## config.mk

```make
export PLATFORM = sky130hd
export DESIGN_NAME = sync_fifo_flags
export DESIGN_NICKNAME = d
export VERILOG_FILES = /design/src/rtl/sync_fifo_flags.sv
export SDC_FILE = /design/constraint.sdc
export NUM_CORES = 1
export LEC_CHECK = 0
export CAP_MARGIN = 10
export CORE_MARGIN = 2
export CORE_UTILIZATION = 60
export CTS_BUF_LIST = sky130_fd_sc_hd__clkbuf_4 sky130_fd_sc_hd__clkbuf_8
export DETAILED_ROUTE_END_ITERATION = 8
export HOLD_SLACK_MARGIN = 0.05
export PLACE_DENSITY_LB_ADDON = 0.2
export SLEW_MARGIN = 20
export SYNTH_ARGS = -nofsm -noshare
export SYNTH_HDL_FRONTEND = slang
export SYNTH_SLANG_ARGS = --single-unit
export TNS_END_PERCENT = 1
```

## constraint.sdc

```tcl
create_clock -name clk -period 5.6 [get_ports clk]
set_clock_uncertainty 0.1 [all_clocks]
set_input_delay 1.68 -clock clk [delete_from_list [all_inputs] [get_ports clk]]
set_output_delay 1.68 -clock clk [all_outputs]
set_load 0.02 [all_outputs]
```

## src/rtl/sync_fifo_flags.sv

```systemverilog
// sync_fifo_flags
// Single-clock FIFO with programmable almost-full/almost-empty thresholds,
// an occupancy count, sticky overflow/underflow flags and a synchronous flush.
//
// Build option: define FIFO_FWFT_EN for first-word-fall-through. In that mode
// data_out shows the head entry combinationally whenever the FIFO is not
// empty, and r_en pops it. Without the macro, reads are registered: data_out
// updates on the edge that accepts the read and holds until the next one.
//
// Parameters:
//   DEPTH       number of entries (>= 2, any integer)
//   DATA_WIDTH  bits per entry
//   AF_LEVEL    almost_full when count >= AF_LEVEL (1..DEPTH)
//   AE_LEVEL    almost_empty when count <= AE_LEVEL (0..DEPTH-1)
//
// Ports:
//   clk, rst_n              clock, asynchronous active-low reset
//   w_en, r_en              write / read requests
//   flush                   synchronous clear of contents (beats w_en/r_en)
//   clr_err                 synchronous clear of overflow/underflow
//   data_in / data_out      write data / read data
//   full, empty             count == DEPTH / count == 0
//   almost_full/_empty      threshold decodes of count
//   count                   current occupancy
//   overflow, underflow     sticky misuse flags
module sync_fifo_flags #(
   parameter int DEPTH      = 8,
   parameter int DATA_WIDTH = 8,
   parameter int AF_LEVEL   = DEPTH - 2,
   parameter int AE_LEVEL   = 2
) (
   input  logic                          clk,
   input  logic                          rst_n,
   input  logic                          w_en,
   input  logic                          r_en,
   input  logic                          flush,
   input  logic                          clr_err,
   input  logic [DATA_WIDTH-1:0]         data_in,
   output logic [DATA_WIDTH-1:0]         data_out,
   output logic                          full,
   output logic                          empty,
   output logic                          almost_full,
   output logic                          almost_empty,
   output logic [$clog2(DEPTH+1)-1:0]    count,
   output logic                          overflow,
   output logic                          underflow
);

   localparam int PW = (DEPTH > 1) ? $clog2(DEPTH) : 1;
   localparam int CW = $clog2(DEPTH + 1);

   localparam logic [PW-1:0] LP_LAST  = PW'(DEPTH - 1);
   localparam logic [CW-1:0] LP_DEPTH = CW'(DEPTH);
   localparam logic [CW-1:0] LP_AF    = CW'(AF_LEVEL);
   localparam logic [CW-1:0] LP_AE    = CW'(AE_LEVEL);

   logic [DATA_WIDTH-1:0] r_mem [DEPTH];
   logic [PW-1:0]         r_wptr;
   logic [PW-1:0]         r_rptr;
   logic [CW-1:0]         r_count;
   logic                  r_ovf;
   logic                  r_unf;

   logic                  w_full;
   logic                  w_empty;
   logic                  w_wr;
   logic                  w_rd;
   logic [PW-1:0]         w_wptr_nxt;
   logic [PW-1:0]         w_rptr_nxt;

   // Flags decode the registered count only, so no request input reaches
   // an output combinationally.
   assign w_full  = (r_count == LP_DEPTH);
   assign w_empty = (r_count == '0);

   // Gating on the registered flags means no write-through when empty and
   // only the read proceeds when full.
   assign w_wr = w_en && !w_full  && !flush;
   assign w_rd = r_en && !w_empty && !flush;

   // Explicit wrap so non-power-of-two depths work.
   assign w_wptr_nxt = (r_wptr == LP_LAST) ? '0 : r_wptr + PW'(1);
   assign w_rptr_nxt = (r_rptr == LP_LAST) ? '0 : r_rptr + PW'(1);

   always_ff @(posedge clk or negedge rst_n) begin
      if (!rst_n) begin
         r_wptr  <= '0;
         r_rptr  <= '0;
         r_count <= '0;
      end else if (flush) begin
         r_wptr  <= '0;
         r_rptr  <= '0;
         r_count <= '0;
      end else begin
         if (w_wr) r_wptr <= w_wptr_nxt;
         if (w_rd) r_rptr <= w_rptr_nxt;
         if (w_wr && !w_rd)
            r_count <= r_count + CW'(1);
         else if (w_rd && !w_wr)
            r_count <= r_count - CW'(1);
      end
   end

   // Storage carries no reset; pointers and count define what is valid.
   always_ff @(posedge clk) begin
      if (rst_n && w_wr) r_mem[r_wptr] <= data_in;
   end

   // A new error in the same cycle as clr_err wins, so the flag stays set.
   always_ff @(posedge clk or negedge rst_n) begin
      if (!rst_n) begin
         r_ovf <= 1'b0;
         r_unf <= 1'b0;
      end else begin
         r_ovf <= (w_en && w_full  && !flush) || (r_ovf && !clr_err);
         r_unf <= (r_en && w_empty && !flush) || (r_unf && !clr_err);
      end
   end

`ifdef FIFO_FWFT_EN
   assign data_out = r_mem[r_rptr];
`else
   logic [DATA_WIDTH-1:0] r_dout;

   always_ff @(posedge clk or negedge rst_n) begin
      if (!rst_n)
         r_dout <= '0;
      else if (w_rd)
         r_dout <= r_mem[r_rptr];
   end

   assign data_out = r_dout;
`endif

   assign full         = w_full;
   assign empty        = w_empty;
   assign almost_full  = (r_count >= LP_AF);
   assign almost_empty = (r_count <= LP_AE);
   assign count        = r_count;
   assign overflow     = r_ovf;
   assign underflow    = r_unf;

endmodule

```

### Word-level counts from Yosys, hierarchy flattened

Memories as Yosys holds them, arrays and structs flattened. A register that Yosys moved wholly into a read port is not among the register bits.
Index checks and enable logic that the tools add are counted.

| word-level totals | value |
|---|---|
| register bits after elaboration | 12 |
| bits in writable memories | 64 |
| input port bits | 14 |
| output and inout bits | 18 |
| logic and storage cells | 52 |
| memories | 1 |

| cells by class | value |
|---|---|
| add/subtract/negate cells | 4 |
| order comparisons | 2 |
| eq/ne operators | 3 |
| muxes and demuxes | 11 |
| reduce and logical (&&, ||, !) cells | 26 |

Memories:

| memory | words | bits a word | read ports | clocked after memory_dff | write ports | RTL line | text |
|---|---|---|---|---|---|---|---|
| r_mem | 8 | 8 | 1 | 1 | 1 | 57 | `logic [DATA_WIDTH-1:0] r_mem [DEPTH];` |

Operator list:

| cell | count |
|---|---|
| two-way mux 3 bit | 6 |
| logical AND 1 bit | 13 |
| two-way mux 4 bit | 3 |
| zero test 1 bit | 7 |
| adder 3 x 1 -> 3 bit, second input constant | 2 |
| equality test 3 bit, second input constant | 2 |
| adder 4 x 1 -> 4 bit, second input constant | 1 |
| equality test 4 bit, second input constant | 1 |
| greater-or-equal comparator 4 x 3 -> 1 bit, second input constant | 1 |
| less-or-equal comparator 4 x 2 -> 1 bit, second input constant | 1 |
| zero test 4 bit | 1 |
| nonzero test 2 bit | 2 |
| subtractor 4 x 1 -> 4 bit, second input constant | 1 |
| nonzero test 3 bit | 1 |
| logical OR 1 bit | 2 |
| two-way mux 1 bit | 2 |

### Depth between registers and ports, before layout

Gate-level depths: netlist (run 1).

| depth | value |
|---|---|
| depth after elaboration | 9 |
| mapped depth | 8 |
| depth with buffers taken out | 8 |

### Least setup slack after synthesis (run 1)

OpenSTA, ideal clock, no wires.

| path | value |
|---|---|
| path kind | input port to flip-flop |
| from | input flush |
| to | register r_count[3], in the netlist count[3] |
| setup time | 0.082 ns |
| arrival | 3.503 ns |
| required time | 5.418 ns |
| path slack | 1.914 ns |
| stages | 8 |
| path buffers | 1 |
| path through | clkbuf_1 -> nor2b_1 -> o211ai_2 -> ha_1 -> a21o_1 -> a21oi_1 -> mux2_2 -> a22oi_2 |

| between the ends | value |
|---|---|
| word-level cells in the longest chain between the ends | 6 |
| elaborated cells between the ends (all ways) | 10 |
| classes of those cells | 2 x mux; 8 x reduce/logical |

RTL lines:

| item | RTL line | text |
|---|---|---|
| from (decl) | 36 | `input logic flush,` |
| zero test 1 bit | 78, 79 |  |
| logical AND 1 bit | 79 | `assign w_rd = r_en && !w_empty && !flush;` |
| zero test 1 bit | 97 | `if (w_wr && !w_rd)` |
| logical AND 1 bit | 97 |  |
| two-way mux 4 bit | 97 |  |
| two-way mux 4 bit | 90 | `end else if (flush) begin` |
| to (signal assigned) | 98 | `r_count <= r_count + CW'(1);` |
| to (signal assigned) | 100 | `r_count <= r_count - CW'(1);` |
| to (decl) | 60 | `logic [CW-1:0] r_count;` |

Several ways; a longest one is shown, not always the timed one.
A chain may end at the register's enable or synchronous reset.

### Worst setup path in the final report (run 1)

Ends and elaborated chain as after synthesis.

==> results of run 1 <==
## area by class of cell
| cell class | count | area, um^2 |
|---|---|---|
| well taps | 72 | 90.1 |
| clock inverters | 6 | 86.3 |
| clock buffers | 10 | 138 |
| inverters | 9 | 33.8 |
| multi-input cells | 108 | 970 |
| fillers | 347 | 1440 |
| flip-flops and latches | 84 | 2420 |
| repair buffers | 38 | 363 |
## flip-flops by register name, summed over array words and instances, names as in the netlist
| signal | cells |
|---|---|
| r_mem | 64 |
| data_out | 8 |
| count | 4 |
| r_rptr | 3 |
| r_wptr | 3 |
| overflow | 1 |
| underflow | 1 |
## power groups by stage
stage	registers (mW)	logic, mW	clock network (mW)
floorplan	0.838	0.269	0
global placement	0.818	0.466	0
detailed placement	0.822	0.477	0
CTS	0.808	0.478	0.472
global route	0.819	0.519	0.494
finish	0.806	0.475	0.462
## metal layers
layer	vias to the layer above	share of wire [%]
met1	959	42
met3	7	4.5
met4	0	0.84
li1	892	-
met5	-	0
met2	50	53
## worst min path at each step
stage / startpoint / end / cells after the start
2_1_floorplan: r_wptr[1]$_DFFE_PN0P_ / r_wptr[1]$_DFFE_PN0P_ / 2
3_3_place_gp: data_out[5]$_DFFE_PN0P_ / data_out[5]$_DFFE_PN0P_ / 2
3_5_place_dp: overflow$_DFF_PN0_ / overflow$_DFF_PN0_ / 2
4_1_cts: overflow$_DFF_PN0_ / overflow$_DFF_PN0_ / 2
5_1_grt: underflow$_DFF_PN0_ / underflow$_DFF_PN0_ / 2
6_report: overflow$_DFF_PN0_ / overflow$_DFF_PN0_ / 2
## kinds of logic after synthesis
group,after synthesis
flops,84
buf+inv,17
mux,26
fa+ha+maj,7
simple gates,48
xor+xnor,1
compound gates,26
## layout by cell type, fill, tap and decap left out, drive strengths merged, types with 2 or more instances in the layout
| cell type | count |
|---|---|
| buf | 7 |
| clkbuf | 10 |
| clkdlybuf4s50 | 31 |
| or3 | 2 |
| dfrtp | 20 |
| nor2 | 11 |
| edfxtp | 64 |
| a21oi | 15 |
| o21ai | 4 |
| inv | 10 |
| nor4 | 2 |
| nor3 | 4 |
| mux4 | 16 |
| nand2 | 14 |
| nand4b | 2 |
| mux2i | 8 |
| mux2 | 2 |
| nand3 | 4 |
| ha | 6 |
| nand4 | 3 |
| clkinv | 3 |
| bufinv | 2 |
## critical path, delay by kind of cell
family	cells	cell delay, ns
buffers and inverters	1	0.56
AO/OA/AOI/OAI	4	0.97
multiplexers	1	0.37
AND/OR/NAND/NOR	1	0.30
adder cells (fa/ha/maj)	1	0.32
## cell usage after synthesis, drive strengths merged (3+ instances only)
library cell	n	area, um^2
edfxtp	64	1920
dfrtp	20	500
mux4	16	360
a21oi	15	75.1
nand2	14	52.6
nor2	11	41.3
inv	9	33.8
mux2i	8	80.1
ha	6	75.1
buf	4	18.8
clkbuf	4	15.0
nand3	4	20.0
nor3	4	20.0
o21ai	4	20.0
nand4	3	18.8
## metrics by stage
| stage | cell area (um^2) | power (mW) | worst slack [ns] | hold slack, ns | util (%) |
|---|---|---|---|---|---|
| after floorplan | 3460 | 1.11 | 1.91 | 0.470 | - |
| after global placement | 3880 | 1.28 | 1.36 | 0.408 | 70.0 |
| after detailed placement | 3880 | 1.30 | 1.25 | 0.414 | 70.0 |
| after CTS | 4100 | 1.76 | 1.56 | 0.428 | 74.0 |
| after global routing | 4100 | 1.83 | 1.39 | 0.456 | 74.1 |
| final | 4100 | 1.74 | 1.55 | 0.426 | 74.1 |
==> results.json, run 1 <==
{
  "status": "complete, no violations",
  "hold_class": "flop to flop",
  "clkLatencyLatePin_ns": 0.34,
  "top_usage_layer": "met2",
  "syn_avg_cell_area_um2": 16.5,
  "dp_hpwl_mm": 3.91,
  "crit_type": "input port to flop",
  "synth_edf_count": 64,
  "grt_pass1_wl_mm": 9.48,
  "clockBufferDepth": 2,
  "startpoint_type": "input port",
  "numPortBuffers": 31,
  "synth-seq-cells": 84,
  "yosysSeqAreaShare_pct": 70.1,
  "p_seq_share_pct": 46.3,
  "slew_headroom_pct": 37.6,
  "die_w_um": 79.9,
  "grt_antenna_before_repair": 0,
  "max_freq_ghz": 0.247,
  "cp-end-kind": "flop",
  "crit_arrival_ns": 4.22,
  "synthArstFlopShare_pct": 23.8,
  "cp_slowest_cell": "clkdlybuf4s50_1",
  "drv_slew": 0,
  "r2r_start": "count[1]$_DFFE_PN0P_",
  "wl_per_cell_um": 18.2,
  "cpPeakStageDelay_ns": 0.56,
  "met2_usage_pct": 35.3,
  "p_comb_share_pct": 27.2,
  "syn2layout_area_growth_pct": 18.7,
  "grtUsageTotal_pct": 21.0,
  "drive_gt1_share_pct": 19.2,
  "startpoint": "flush",
  "place_congestion": 0.795,
  "rsz0062_at_grt": "no",
  "io_pins": 32,
  "cts.sinks": 84,
  "cts_buffers": 9,
  "setup_violations": 0,
  "synth_xor_area_share_pct": 0.253,
  "drc": 0,
  "overflow": 0,
  "synthAdderAreaFrac_pct": 2.75,
  "synthesis.nets": 230,
  "htree_num_levels": 3,
  "r2r_cells": 8,
  "peakVddDrop_mv": 0.267,
  "cts_tree": "built",
  "cts_hold_buf": 0,
  "hold_viol": 0,
  "die_y_um": 79.9,
  "synthFlopType": "edfxtp_1",
  "ys_warn_count": 0,
  "syn_area_um2": 3460,
  "syn_inst": 209,
  "postCtsSetupRepairBufs": 0,
  "vias": 1908,
  "regToRegSetupSlack_ns": 2.74,
  "reg2reg_to": "count[3]$_DFFE_PN0P_",
  "p_clk_share_pct": 26.5,
  "cp-endpoint": "count[3]$_DFFE_PN0P_",
  "totalWireLength_mm": 5.96,
  "cap_violations": 0,
  "ant_nets": 0,
  "initial_utilization_pct": 62.4,
  "synth_top_family_by_area": "multiplexers",
  "layoutNonFillerInstCount": 327,
  "core-area_um2": 5540,
  "switchingPower_mw": 0.508,
  "first_pass_iters": 4,
  "fin_tns_setup_ns": 0,
  "swShare_pct": 29.1,
  "diodes": 0,
  "cp.required_ns": 5.77,
  "clk_pin_slew_ns": 0.08,
  "synthMuxAreaShare_pct": 13.4,
  "period_share_pct": 72.3,
  "dieArea_um2": 6380,
  "power.density_nw_per_um2": 425,
  "rows": 27,
  "synth_cell_types": 36,
  "p_leak_nw": 1.42,
  "grt_use_met1_pct": 27.3,
  "grt_max_degree": 25,
  "cp_max_fo": 10,
  "synth_simple_gate_area_share_pct": 7.06,
  "drt_iter0_drc": 186,
  "cp_cell_sequence": "clkdlybuf4s50_1 > nand2b_1 > o211ai_2 > ha_1 > a21o_1 > a21oi_1 > mux2_2 > a22oi_2",
  "ctsResizeCount": 0,
  "place_inst": 311,
  "tightest_slew_ns": 0.933,
  "synth_compound_area_share_pct": 4.52,
  "fin_crit_ns": 4.05,
  "cts-root-buf": "clkbuf_8",
  "grt_pass1_vias": 1871,
  "fin_nets": 271,
  "use_met3_pct": 6.45,
  "internal_power_mw": 1.23,
  "vias_per_cell": 5.83
}
No activity file was read; power rests on OpenSTA's default activity.
==> inputs of run 2 (changes only) <==
CORE_UTILIZATION = 53   (was 60)
clock period = 3.5 ns   (was 5.6 ns; I/O delays follow)
==> results.json, run 2 (same netlist as run 1, synthesis figures left out) <==
{
  "final_cell_mix": "edfxtp_1, clkdlybuf4s50_1, dfrtp_1",
  "crit_arrival_ns": 2.17,
  "rows": 29,
  "vias": 1935,
  "drc": 0,
  "largest_reg_flops": 64,
  "die_w_um": 84.8,
  "p_leak_nw": 1.46,
  "grt_max_degree": 24,
  "overflow": 0,
  "drt_iter0_drc": 135,
  "dp_hpwl_mm": 4.15,
  "final_common_cell": "edfxtp_1",
  "fin_tns_setup_ns": 0,
  "cp_max_fo": 8,
  "clockBufferDepth": 2,
  "r2r_cells": 8,
  "htree_num_levels": 3,
  "cts.sinks": 84,
  "clk_pin_slew_ns": 0.09,
  "fin_nets": 279,
  "slew_headroom_pct": 44.9,
  "ant_nets": 0,
  "grt_pass1_wl_mm": 10.2,
  "clkLatencyLatePin_ns": 0.35,
  "place_inst": 324,
  "status": "complete, no violations",
  "grt_antenna_before_repair": 0,
  "drive_gt1_share_pct": 21.7,
  "cts_tree": "built",
  "drv_slew": 0,
  "regMostFlops": "r_mem",
  "fin_crit_ns": 3.32,
  "peakVddDrop_mv": 0.397,
  "die_y_um": 84.8,
  "holdPathStages": 2,
  "syn2layout_area_growth_pct": 20.8,
  "startpoint_type": "flop",
  "cts_hold_buf": 0,
  "layoutNonFillerInstCount": 340,
  "core-area_um2": 6310,
  "cts-root-buf": "clkbuf_8",
  "tightest_slew_ns": 0.826,
  "setup_violations": 0,
  "hold_viol": 0,
  "numPortBuffers": 31,
  "io_pins": 32,
  "cap_violations": 0,
  "first_pass_iters": 5,
  "postCtsSetupRepairBufs": 0,
  "grtUsageTotal_pct": 19.6,
  "period_share_pct": 95.0,
  "cts_buffers": 9,
  "dieArea_um2": 7190,
  "wl_per_cell_um": 18.9,
  "place_congestion": 0.847,
  "crit_type": "flop to output port",
  "initial_utilization_pct": 54.8,
  "rsz0062_at_grt": "no",
  "cp-end-kind": "output port",
  "vias_per_cell": 5.69,
  "grt_pass1_vias": 1891,
  "diodes": 0,
  "totalWireLength_mm": 6.44,
  "max_freq_ghz": 0.301,
  "power.density_nw_per_um2": 685,
  "cp.required_ns": 2.35,
  "hold_class": "flop to flop"
}
[run 2: timing repair]
item	CTS	global route
resized for setup	0	1
hold endpoints to repair	0	0
endpoints found under the setup margin	0	1
[run 2: worst paths after layout]
kind	startpoint	end	slack, ns
min in group asynchronous	rst_n	overflow$_DFF_PN0_	1.04
max in group asynchronous	rst_n	count[2]$_DFFE_PN0P_	2.03
max	count[1]$_DFFE_PN0P_	empty	0.18
max reg2reg	count[1]$_DFFE_PN0P_	count[3]$_DFFE_PN0P_	0.79
min reg2reg	overflow$_DFF_PN0_	overflow$_DFF_PN0_	0.43
min	overflow$_DFF_PN0_	overflow$_DFF_PN0_	0.43
[run 2: final cells by class]
class,count,area [um^2]
clock buffer,10,138
clock inverter,6,93.8
fill,450,2140
inverter,9,33.8
multi-input combinational,108,971
sequential,84,2420
tap,77,96.3
timing repair buffer,46,423
[run 2: stage by stage]
stage          utilization (%)  total power, mW  setup slack (ns)  cell area (um^2)  hold WS (ns)
3_3_place_gp              62.4             2.08             0.237              3940         0.406
6_report                  66.2             2.86             0.176              4180         0.431
2_1_floorplan                -             1.77             0.444              3460         0.470
5_1_grt                   66.2             3.00             0.101              4180         0.458
4_1_cts                   66.1             2.88            0.0769              4170         0.436
3_5_place_dp              62.4             2.10             0.191              3940         0.417
[run 2: report_power, final]
part           switching, mW  total, mW  leakage, nW  internal (mW)
clock network          0.358      0.787        0.114          0.429
registers              0.119       1.28        0.824           1.17
logic                  0.384      0.789        0.527          0.405
[run 2: worst max-delay path: stages (launching register included)]
cell and delay [ns]:
dfrtp_1 0.49, or4_4 0.62, inv_2 0.11, clkdlybuf4s50_1 0.61
[run 2: metal layers]
layer | vias to the layer above | wire length, um | GRT usage [%]
li1 | 907 | - | -
met1 | 984 | 2980 | 28.2
met2 | 36 | 3170 | 29.3
met3 | 8 | 217 | 5.51
met4 | 0 | 75 | 6.64
met5 | - | 0 | 0
